### config.mk
export PLATFORM = sky130hd
export DESIGN_NAME = barrel_shift_arbiter
export DESIGN_NICKNAME = d
export VERILOG_FILES = /design/src/rtl/barrel_shift_arbiter.sv
export SDC_FILE = /design/constraint.sdc
export NUM_CORES = 1
export LEC_CHECK = 0
export CAP_MARGIN = 30
export CORE_MARGIN = 5
export CORE_UTILIZATION = 40
export DETAILED_ROUTE_END_ITERATION = 8
export GPL_ROUTABILITY_DRIVEN = 0
export PLACE_DENSITY = 0.89
export SYNTH_ARGS = -nofsm -noshare
export SYNTH_HDL_FRONTEND = slang
export SYNTH_SLANG_ARGS = --single-unit
### constraint.sdc
create_clock -name clk -period 1.8 [get_ports clk]
set_input_delay 0.27 -clock clk [delete_from_list [all_inputs] [get_ports clk]]
set_output_delay 0.27 -clock clk [all_outputs]
set_load 0.01 [all_outputs]
### src/rtl/barrel_shift_arbiter.sv
// barrel_shift_arbiter: round-robin sharing of one registered 8-bit barrel shifter with id-tagged responses
module barrel_shift_arbiter #(
    parameter int NREQ      = 4,
    parameter int SHIFT_LAT = 1
) (
    input  logic              clk,
    input  logic              rst,
    input  logic [NREQ-1:0]   req,
    input  logic [NREQ*8-1:0] x_flat,
    input  logic [NREQ*4-1:0] shift_flat,
    output logic [NREQ-1:0]   gnt,
    output logic [7:0]        sh_x,
    output logic [3:0]        sh_n,
    input  logic [7:0]        sh_y,
    output logic              rsp_valid,
    output logic [1:0]        rsp_id,
    output logic [7:0]        rsp_data,
    output logic              busy
);
    logic [NREQ-1:0] gnt_q, gnt_d, elig;
    logic [7:0] sh_x_q, sh_x_d, rsp_data_q, rsp_data_d;
    logic [3:0] sh_n_q, sh_n_d;
    logic [1:0] ptr_q, ptr_d, win, rsp_id_q, rsp_id_d;
    logic win_v, rsp_valid_q, rsp_valid_d;
    logic [SHIFT_LAT:0] tag_v_q, tag_v_d;
    logic [SHIFT_LAT:0][1:0] tag_id_q, tag_id_d;
    int idx;
    // The requester granted last cycle is masked so a late req drop never double-grants.
    always_comb begin
        elig  = req & ~gnt_q;
        win_v = 1'b0;
        win   = ptr_q;
        idx   = 0;
        for (int k = NREQ - 1; k >= 0; k--) begin
            idx = int'(ptr_q) + k;
            if (idx >= NREQ) idx = idx - NREQ;
            if (elig[idx]) begin
                win_v = 1'b1;
                win   = idx[1:0];
            end
        end
        gnt_d       = win_v ? ({{(NREQ-1){1'b0}}, 1'b1} << win) : '0;
        sh_x_d      = win_v ? x_flat[8*win +: 8] : sh_x_q;
        sh_n_d      = win_v ? shift_flat[4*win +: 4] : sh_n_q;
        ptr_d       = win_v ? ((int'(win) == NREQ - 1) ? 2'd0 : win + 2'd1) : ptr_q;
        tag_v_d     = {tag_v_q[SHIFT_LAT-1:0], win_v};
        tag_id_d    = {tag_id_q[SHIFT_LAT-1:0], win};
        rsp_valid_d = tag_v_q[SHIFT_LAT];
        rsp_id_d    = tag_v_q[SHIFT_LAT] ? tag_id_q[SHIFT_LAT] : rsp_id_q;
        rsp_data_d  = tag_v_q[SHIFT_LAT] ? sh_y : rsp_data_q;
    end
    always_ff @(posedge clk or posedge rst) begin
        if (rst) begin
            gnt_q       <= '0;
            sh_x_q      <= '0;
            sh_n_q      <= '0;
            ptr_q       <= '0;
            tag_v_q     <= '0;
            tag_id_q    <= '0;
            rsp_valid_q <= 1'b0;
            rsp_id_q    <= '0;
            rsp_data_q  <= '0;
        end else begin
            gnt_q       <= gnt_d;
            sh_x_q      <= sh_x_d;
            sh_n_q      <= sh_n_d;
            ptr_q       <= ptr_d;
            tag_v_q     <= tag_v_d;
            tag_id_q    <= tag_id_d;
            rsp_valid_q <= rsp_valid_d;
            rsp_id_q    <= rsp_id_d;
            rsp_data_q  <= rsp_data_d;
        end
    end
    assign gnt       = gnt_q;
    assign sh_x      = sh_x_q;
    assign sh_n      = sh_n_q;
    assign rsp_valid = rsp_valid_q;
    assign rsp_id    = rsp_id_q;
    assign rsp_data  = rsp_data_q;
    assign busy      = |gnt_q | |tag_v_q | rsp_valid_q;
endmodule

# Yosys cells after proc, flatten, opt, wreduce, memory -nomap -nowiden
# Index checks and enable logic that the tools add are counted.
# W data, S select, Z words.
totals:
  output_inout_bits: 28
  ff_bits: 35
  input_bits: 62
  elab_cells: 62
classes:
  bitwise: 4
  mux: 26
  add_sub_neg: 8
  eq_ne: 1
  n_reduce_logical: 2
  n_lt_le_gt_ge: 8
  n_shift: 3
op_table:
  columns: ["op", "count"]
  rows:
  - ["$lt A32 B4 Y1 const B", 4]
  - ["$mux W32", 4]
  - ["$shiftx A32 B6 Y8", 1]
  - ["$shiftx A16 B5 Y4", 1]
  - ["$mux W1", 12]
  - ["$sub A3 B3 Y4 const B", 3]
  - ["$mux W2", 5]
  - ["$ge A3 B3 Y1 const B", 3]
  - ["$bmux W1 S2", 4]
  - ["$add A2 B2 Y3 const B", 2]
  - ["$and A4 B4 Y4", 1]
  - ["$mux W4", 1]
  - ["$not A4 Y4", 1]
  - ["$reduce_or A4 Y1", 1]
  - ["$shl A1 B2 Y4 const A", 1]
  - ["$sub A2 B3 Y4 const B", 1]
  - ["$add A2 B1 Y3 const B", 1]
  - ["$ge A2 B3 Y1 const B", 1]
  - ["$add A2 B1 Y2 const B", 1]
  - ["$eq A2 B1 Y1 const B", 1]
  - ["$or A1 B1 Y1", 2]
  - ["$reduce_or A2 Y1", 1]

# Logic depth before layout (Yosys ltp)
# Gate-level depths: netlist of the first run.
logic_depth:
  ltp_word: 12
  depth_mapped: 8
  ltp_nobuf: 7

# Least setup slack after synthesis of the first run
# No wires, ideal clock.
synth_timing:
  kind: "register to register"
  start: "register gnt_q[0], in the netlist gnt[0]"
  end: "register sh_x_q[0], in the netlist sh_x[0]"
  path_slack_ps: 64
  synth_period_minus_slack_ps: 1736
  n_path_buf: 2
  setup_time_ps: 94
  arrival_time_ps: 1642
  required_ps: 1706
  stages_incl_launch_ff: 9
  path_cell_list: "dfrtp_1 -> nand2b_2 -> o22ai_1 -> a22oi_2 -> and2_4 -> buf_12 -> buf_12 -> mux2i_1 -> a221oi_2"
synth_rtl:
  columns: ["item", "line_no", "source"]
  rows:
  - ["from (decl)", "20", "logic [NREQ-1:0] gnt_q, gnt_d, elig;"]
  - ["from (signal assigned)", "64", "gnt_q <= gnt_d;"]
  - ["to (signal assigned)", "55", "sh_x_q <= '0;"]
  - ["to (signal assigned)", "65", "sh_x_q <= sh_x_d;"]
  - ["to (decl)", "21", "logic [7:0] sh_x_q, sh_x_d, rsp_data_q, rsp_data_d;"]

# Final worst setup path of the first run
layout_timing:
  start: "register gnt_q[3], in the netlist gnt[3]"
  end: "register sh_x_q[0], in the netlist sh_x[0]"
layout_via:
  elab_chain_len: 10
  word_cells_on_any_way: 23
  cone_classes: "shift (1); mux (20); bitwise (2)"
layout_rtl:
  columns: ["item", "line_no", "source"]
  rows:
  - ["$not A4 Y4 (*)", "30", "elig = req & ~gnt_q;"]
  - ["$and A4 B4 Y4 (*)", "30", null]
  - ["$bmux W1 S2", "37", "if (elig[idx]) begin"]
  - ["$mux W1 (not written as such) (2 in a row)", "37", null]
  - ["$mux W2 (4 in a row)", "37", null]
  - ["$shiftx A32 B6 Y8", "43", "sh_x_d = win_v ? x_flat[8*win +: 8] : sh_x_q;"]
# Mark *: on every way between the ends. The rest lies on a longest branch, timed or not. The select of a mux whose other input is x is not followed.
# A chain may end at the register's enable or synchronous reset.

==> results.toml, run 1 <==
[critical_path]
worstPathArrival_ns = 2.03
critPathKind = "flop to flop"
crit_path_max_fanout = 7
timing.rr.end = "sh_x[0]$_DFFE_PP0P_"
r2r-start = "gnt[3]$_DFF_PP0_"
critPathRequiredTime_ns = 1.97
critPathLaunchType = "flop"
rrSetupSlack_ns = -0.05
r2r_cells = 7
end_kind = "flop"

[yosys]
ys_ff_latch = 35
avgSynthCellArea_um2 = 12.15
synthSimpleGateAreaFrac = 0.1173
synth_xor_xnor_area_share = 0.005007
synth_top_family_by_area = "multiplexers"
synthMuxAreaShare = 0.1903
netlist_instances = 144
synthAdderAreaFrac = 0
synthFlopType = "dfrtp_1"
yosys.cell_types.count = 35
synth_edf_count = 0
yosysSeqAreaShare = 0.5007
synthesis.area_um2 = 1749
synth_compound_gate_area_share = 0.1366
yosysWarnings = 0
synth_nets = 206
async_reset_ff_frac = 1.000

[place]
dp_worst_setup_slack_ns = -0.3830
place.port_buffers = 89
dpl_cell_area_um2 = 2813
place_hpwl_um = 3883

[cts]
clock_latency_ns = 0.29
path_clk_slew_ns = 0.08
cts_tree = "built"
cts_hold_buf = 0
cts_max_level = 2
post-cts-setup-buffer-count = 0
clk_path_buf_depth = 2
clockRootBuffer = "clkbuf_8"
cts_made_buffers = 5
cts.sinks = 35

[sta]
slew_violations = 0
rsz0062_at_grt = "true"
fmax_ghz = 0.5393
fin_hold_ws_ns = 0.3565
tightest_slew_ns = 0.4301
fin_crit_sh = 1.030
clock_skew_ns = 0.002994
min_period_ns = 1.854
setup_viol = 11
tns_ns = -0.2439
final_hold_viol_count = 0
relSlewSlack = 0.7133
setup_slack_ns = -0.05416

[min_path]
hold_path.class = "input port to async pin"

[pwr]
p_leak_nw = 1.276
ir_drop_uv = 962.2
power_density_nw_per_um2 = 1570

[detailed_routing]
first_pass_iters = 4
ant_nets = 0
drc = 0
wl_um = 5204
vias_per_cell = 5.068
wl_per_cell_um = 16.90
num_vias = 1561
drtIter0Drc = 90

[global_routing]
grt-ovfl-total = 0
grt_usage = 0.1714
antenna_found_initial = 0
grt_pass1_wl_um = 7997
grt_max_degree = 36
grt_pass1_vias = 1646

[layout]
antenna_cells = 0
drive_above_1_share = 0.2773
stdcell_area_um2 = 3064
fin_nets = 317
areaGrowthSynthToFinish_pct = 75.18

[floorplanning]
die_area_um2 = 5796
dieWidth_um = 76.13
initial_core_util = 0.4073
ios = 90
fp.dieH_um = 76.13
coreArea_um2 = 4294
num_rows = 24

[status]
status = "finished with violations"
violations = "negative setup slack"

[flow_run]
cap_violations = 0
[worst max-delay path, cell delays in order, from the launching register on]
cell	delay, ns
dfrtp_2	0.44
nor2b_4	0.20
o22ai_2	0.10
a22oi_2	0.24
and2_4	0.26
buf_12	0.15
mux2i_1	0.25
a221oi_2	0.09
[Yosys cell counts, types with 2 or more instances]
library cell / instances / area, um^2
buf_12: 2 / 40.04
a21oi_1: 3 / 15.01
nor2b_1: 5 / 31.28
o21ai_0: 4 / 20.02
nand2b_1: 2 / 12.51
nand2_1: 2 / 7.510
nand2b_2: 2 / 17.52
nor2_1: 15 / 56.30
dfrtp_1: 35 / 875.8
mux2i_1: 22 / 220.2
mux2_2: 10 / 112.6
buf_2: 2 / 10.01
clkbuf_1: 2 / 7.510
a221oi_1: 6 / 52.55
o22ai_1: 2 / 12.51
a221oi_2: 6 / 90.09
nand3_1: 2 / 10.01
inv_1: 5 / 18.77
[sequential cells by signal, indices dropped and copies added (netlist names)]
signal / count
rsp_data: 8
sh_x: 8
gnt: 4
sh_n: 4
ptr_q: 2
rsp_id: 2
tag_id_d: 2
tag_id_q: 2
tag_v_q: 2
rsp_valid: 1
[stage by stage]
step	power (mW)	util	instances
CTS	4.524	0.6839	307
finish	4.811	0.7136	308
floorplan	2.688	-	144
global placement	3.678	0.6550	299
detailed placement	3.749	0.6550	299
global route	5.105	0.7136	308
[how the worst max path moves through the flow]
stage	startpoint	to	cells after the start
after floorplan	gnt[0]$_DFF_PP0_	sh_x[0]$_DFFE_PP0P_	8
after global placement	req[1]	sh_x[3]$_DFFE_PP0P_	8
after detailed placement	req[3]	sh_n[2]$_DFFE_PP0P_	8
after CTS	gnt[0]$_DFF_PP0_	sh_x[7]$_DFFE_PP0P_	7
after global routing	gnt[3]$_DFF_PP0_	sh_x[6]$_DFFE_PP0P_	7
final	gnt[3]$_DFF_PP0_	sh_x[0]$_DFFE_PP0P_	7
[cells by family after synthesis]
group | after synthesis
and+or+nand+nor | 37
DFF | 35
muxes | 32
AOI/OAI and AO/OA | 27
buffers and inverters | 12
xor gates and xnor gates | 1
[layout make-up]
cell class	count	area, um^2
tap	52	65.06
timing repair buffer	111	1099
clock inverter	3	47.55
multi-input combinational	97	888.4
fill	305	1230
sequential	35	877.1
inverter	5	18.77
clock buffer	5	68.82
[metal layers]
layer | share of wire | GRT usage
met3 | 0.084 | 0.07447
met5 | 0 | 0
met4 | 0.011 | 0.05420
met1 | 0.37 | 0.1903
met2 | 0.53 | 0.2937
[where the power goes]
group / total, mW / leakage, nW / internal (mW) / switching [mW]
registers: 1.32 / 0.401 / 1.10 / 0.215
logic: 2.76 / 0.816 / 1.59 / 1.17
clock network: 0.735 / 0.0587 / 0.420 / 0.315
[layout by cell type, fill, tap and decap left out, drive strengths merged, types with 2 or more instances in the layout]
cell,instances
clkdlybuf4s50,87
dfrtp,35
mux2i,22
buf,21
nor2,15
a221oi,12
mux2,10
inv,6
clkbuf,6
nor2b,6
o21ai,5
nand2b,4
a21oi,3
o22ai,2
nand3,2
nand2,2
and2,2
[repair_timing]
action,4_1_cts,5_1_grt
endpoints found under the setup margin,3,13
gates resized for setup,3,22
gates cloned,0,1
hold endpoints to repair,0,0
pin swaps,3,13
Note: power is estimated with default switching activity, not from simulation.
==> run 2, diff against run 1 <==
CTS_CLUSTER_DIAMETER = 100   (was not set)
GPL_ROUTABILITY_DRIVEN = 1   (was 0)
==> results of run 2 <==
The final DEF is identical to that of run 1; final timing and power are the same.
==> run 3, diff against run 2 <==
PLACE_DENSITY = 0.86   (was 0.89)
==> run 3 against run 2 <==
Net effect:
- non-clock buffer count did not move
- worst hold slack worse by 0.067 ns
- wire length down 5.1%
- the flow now finishes without violations
- design area shrank 1.8%
- sequential power is essentially flat
- via count fell by 0.70%
- critical path depth stayed put
- die area is the same
- clock skew rose by 0.00091 ns
- global-route usage is 0.55 points lower
- first-iteration DRC count fell by 33%
==> results.toml, run 3 (synthesized netlist as in run 1, its figures left out) <==
[pwr]
clock_power_share = 0.134
combPwrFrac = 0.579
p_sw_frac = 0.3518
ir_drop_uv = 872.9
p_int_mw = 2.953
p_sw_mw = 1.603
power_density_nw_per_um2 = 1515
p_leak_nw = 1.256
p_seq_frac = 0.287

[layout]
antenna_cells = 0
drive_above_1_share = 0.2500
areaGrowthSynthToFinish_pct = 71.96
fill_cells = 324
fin_nets = 317
stdcell_area_um2 = 3008
mostFrequentLayoutCells = "87 x clkdlybuf4s50_1, 35 x dfrtp_1, 19 x buf_4"
final_common_cell = "clkdlybuf4s50_1"

[detailed_routing]
num_vias = 1550
vias_per_cell = 5.032
wl_per_cell_um = 16.04
ant_nets = 0
first_pass_iters = 4
drtIter0Drc = 60
drc = 0
wl_um = 4939

[sta]
relSlewSlack = 0.7233
final_hold_viol_count = 0
rsz0062_at_grt = "true"
clock_skew_ns = 0.003907
tightest_slew_ns = 0.4107
setup_viol = 0
min_period_ns = 1.799
slew_violations = 0
tns_ns = 0
fin_crit_sh = 0.9993
fmax_ghz = 0.5559

[global_routing]
grt_pass1_wl_um = 7921
grt_pass1_vias = 1704
grt_max_degree = 26
antenna_found_initial = 0
grt-ovfl-total = 0
grt_usage = 0.1660

[critical_path]
critPathKind = "flop to flop"
crit_slowest_cell = "dfrtp_1"
crit_path_max_fanout = 7
path_cells = "nor2b_4 > o22ai_2 > a22oi_2 > and2_4 > buf_12 > mux2i_1 > a221oi_1"
critPathLaunchType = "flop"
critPathBufInv = 1
crit_family = "compound AO/OA/AOI/OAI gates"
worstPathArrival_ns = 1.99
critPathRequiredTime_ns = 1.99
end_kind = "flop"
critPathMaxStageDelay_ns = 0.43

[cts]
cts_max_level = 2
cts_hold_buf = 0
cts.sinks = 35
path_clk_slew_ns = 0.07
cts_tree = "built"
clock_latency_ns = 0.29
clockRootBuffer = "clkbuf_8"
cts_made_buffers = 5
clk_path_buf_depth = 2

[floorplanning]
fp.dieH_um = 76.13
num_rows = 24
die_area_um2 = 5796
initial_core_util = 0.4073
dieWidth_um = 76.13
ios = 90
coreArea_um2 = 4294

[status]
status = "completed"

[place]
place_hpwl_um = 3767
dpl_cell_area_um2 = 2810
place.port_buffers = 89
gp_congestion = 0.8705

[min_path]
hold_path.class = "input port to async pin"

[flow_run]
cap_violations = 0
-- run 3: cell types whose count changed in the layout (fill, tap and decap cells not counted), moves of 2 or more --
cell and delta:
a221oi_2 -4, buf_4 +2, buf_6 -3, a221oi_1 +4
-- run 3: cell type report --
type | instances | area [um^2] | area share
Sequential cell | 35 | 875.8 | 0.2912
Timing Repair Buffer | 111 | 1100 | 0.3656
Clock inverter | 2 | 16.27 | 0.005408
Multi-Input combinational cell | 97 | 849.6 | 0.2824
Inverter | 5 | 18.77 | 0.006240
Tap cell | 52 | 65.06 | 0.02163
Clock buffer | 6 | 82.58 | 0.02745
-- run 3: worst register-to-register path: cells and delay by family, from the launching register on --
family	cells	cell delay, ns
compound gates	3	0.60
flops	1	0.43
buf+inv	1	0.15
simple gates	2	0.44
mux	1	0.08
-- run 3: stage by stage --
| step | hold WS (ns) | std cells | setup WS [ns] | util | power (mW) |
|---|---|---|---|---|---|
| CTS | 0.2945 | 305 | 0.001109 | 0.6772 | 4.349 |
| finish | 0.2898 | 308 | 0.001213 | 0.7005 | 4.556 |
| global route | 0.3119 | 308 | -0.08893 | 0.7005 | 4.837 |
| detailed placement | 0.3355 | 297 | -0.3433 | 0.6544 | 3.723 |
| floorplan | 0.3312 | 144 | 0.06378 | - | 2.688 |
| global placement | 0.3342 | 297 | -0.2430 | 0.6544 | 3.665 |
-- run 3: final timing paths --
| path | startpoint | to | slack (ns) | depth (start not counted) |
|---|---|---|---|---|
| setup / recovery | gnt[3]$_DFF_PP0_ | sh_x[6]$_DFFE_PP0P_ | 0.001 | 7 |
| hold reg to reg | tag_id_d[3]$_DFF_PP0_ | tag_id_q[3]$_DFF_PP0_ | 0.35 | 0 |
| max in group asynchronous | rst | gnt[1]$_DFF_PP0_ | 1.21 | 3 |
| hold / removal | rst | sh_x[0]$_DFFE_PP0P_ | 0.29 | 3 |
| setup reg to reg | gnt[3]$_DFF_PP0_ | sh_x[6]$_DFFE_PP0P_ | 0.001 | 7 |
| min in group clk | tag_id_d[3]$_DFF_PP0_ | tag_id_q[3]$_DFF_PP0_ | 0.35 | 0 |
-- run 3: power by group through the flow --
| stage | sequential [mW] | clock, mW | combinational (mW) |
|---|---|---|---|
| finish | 1.31 | 0.611 | 2.64 |
| global route | 1.35 | 0.662 | 2.83 |
| CTS | 1.30 | 0.625 | 2.42 |
| floorplan | 1.39 | 0 | 1.29 |
| detailed placement | 1.31 | 0 | 2.41 |
| global placement | 1.30 | 0 | 2.37 |
-- run 3: metal layers --
metal,GRT usage,share of wire
met3,0.05319,0.070
met1,0.1865,0.39
met4,0.04895,0.012
met5,0,0
met2,0.2971,0.53
-- run 3: what timing repair did --
action                                 in CTS  in global routing
pin swaps                                   1                  3
endpoints found under the hold margin       0                  0
buffers inserted                            0                  2
cloned                                      0                  1
setup endpoints to repair                   2                 13
gates resized for setup                     1                 15
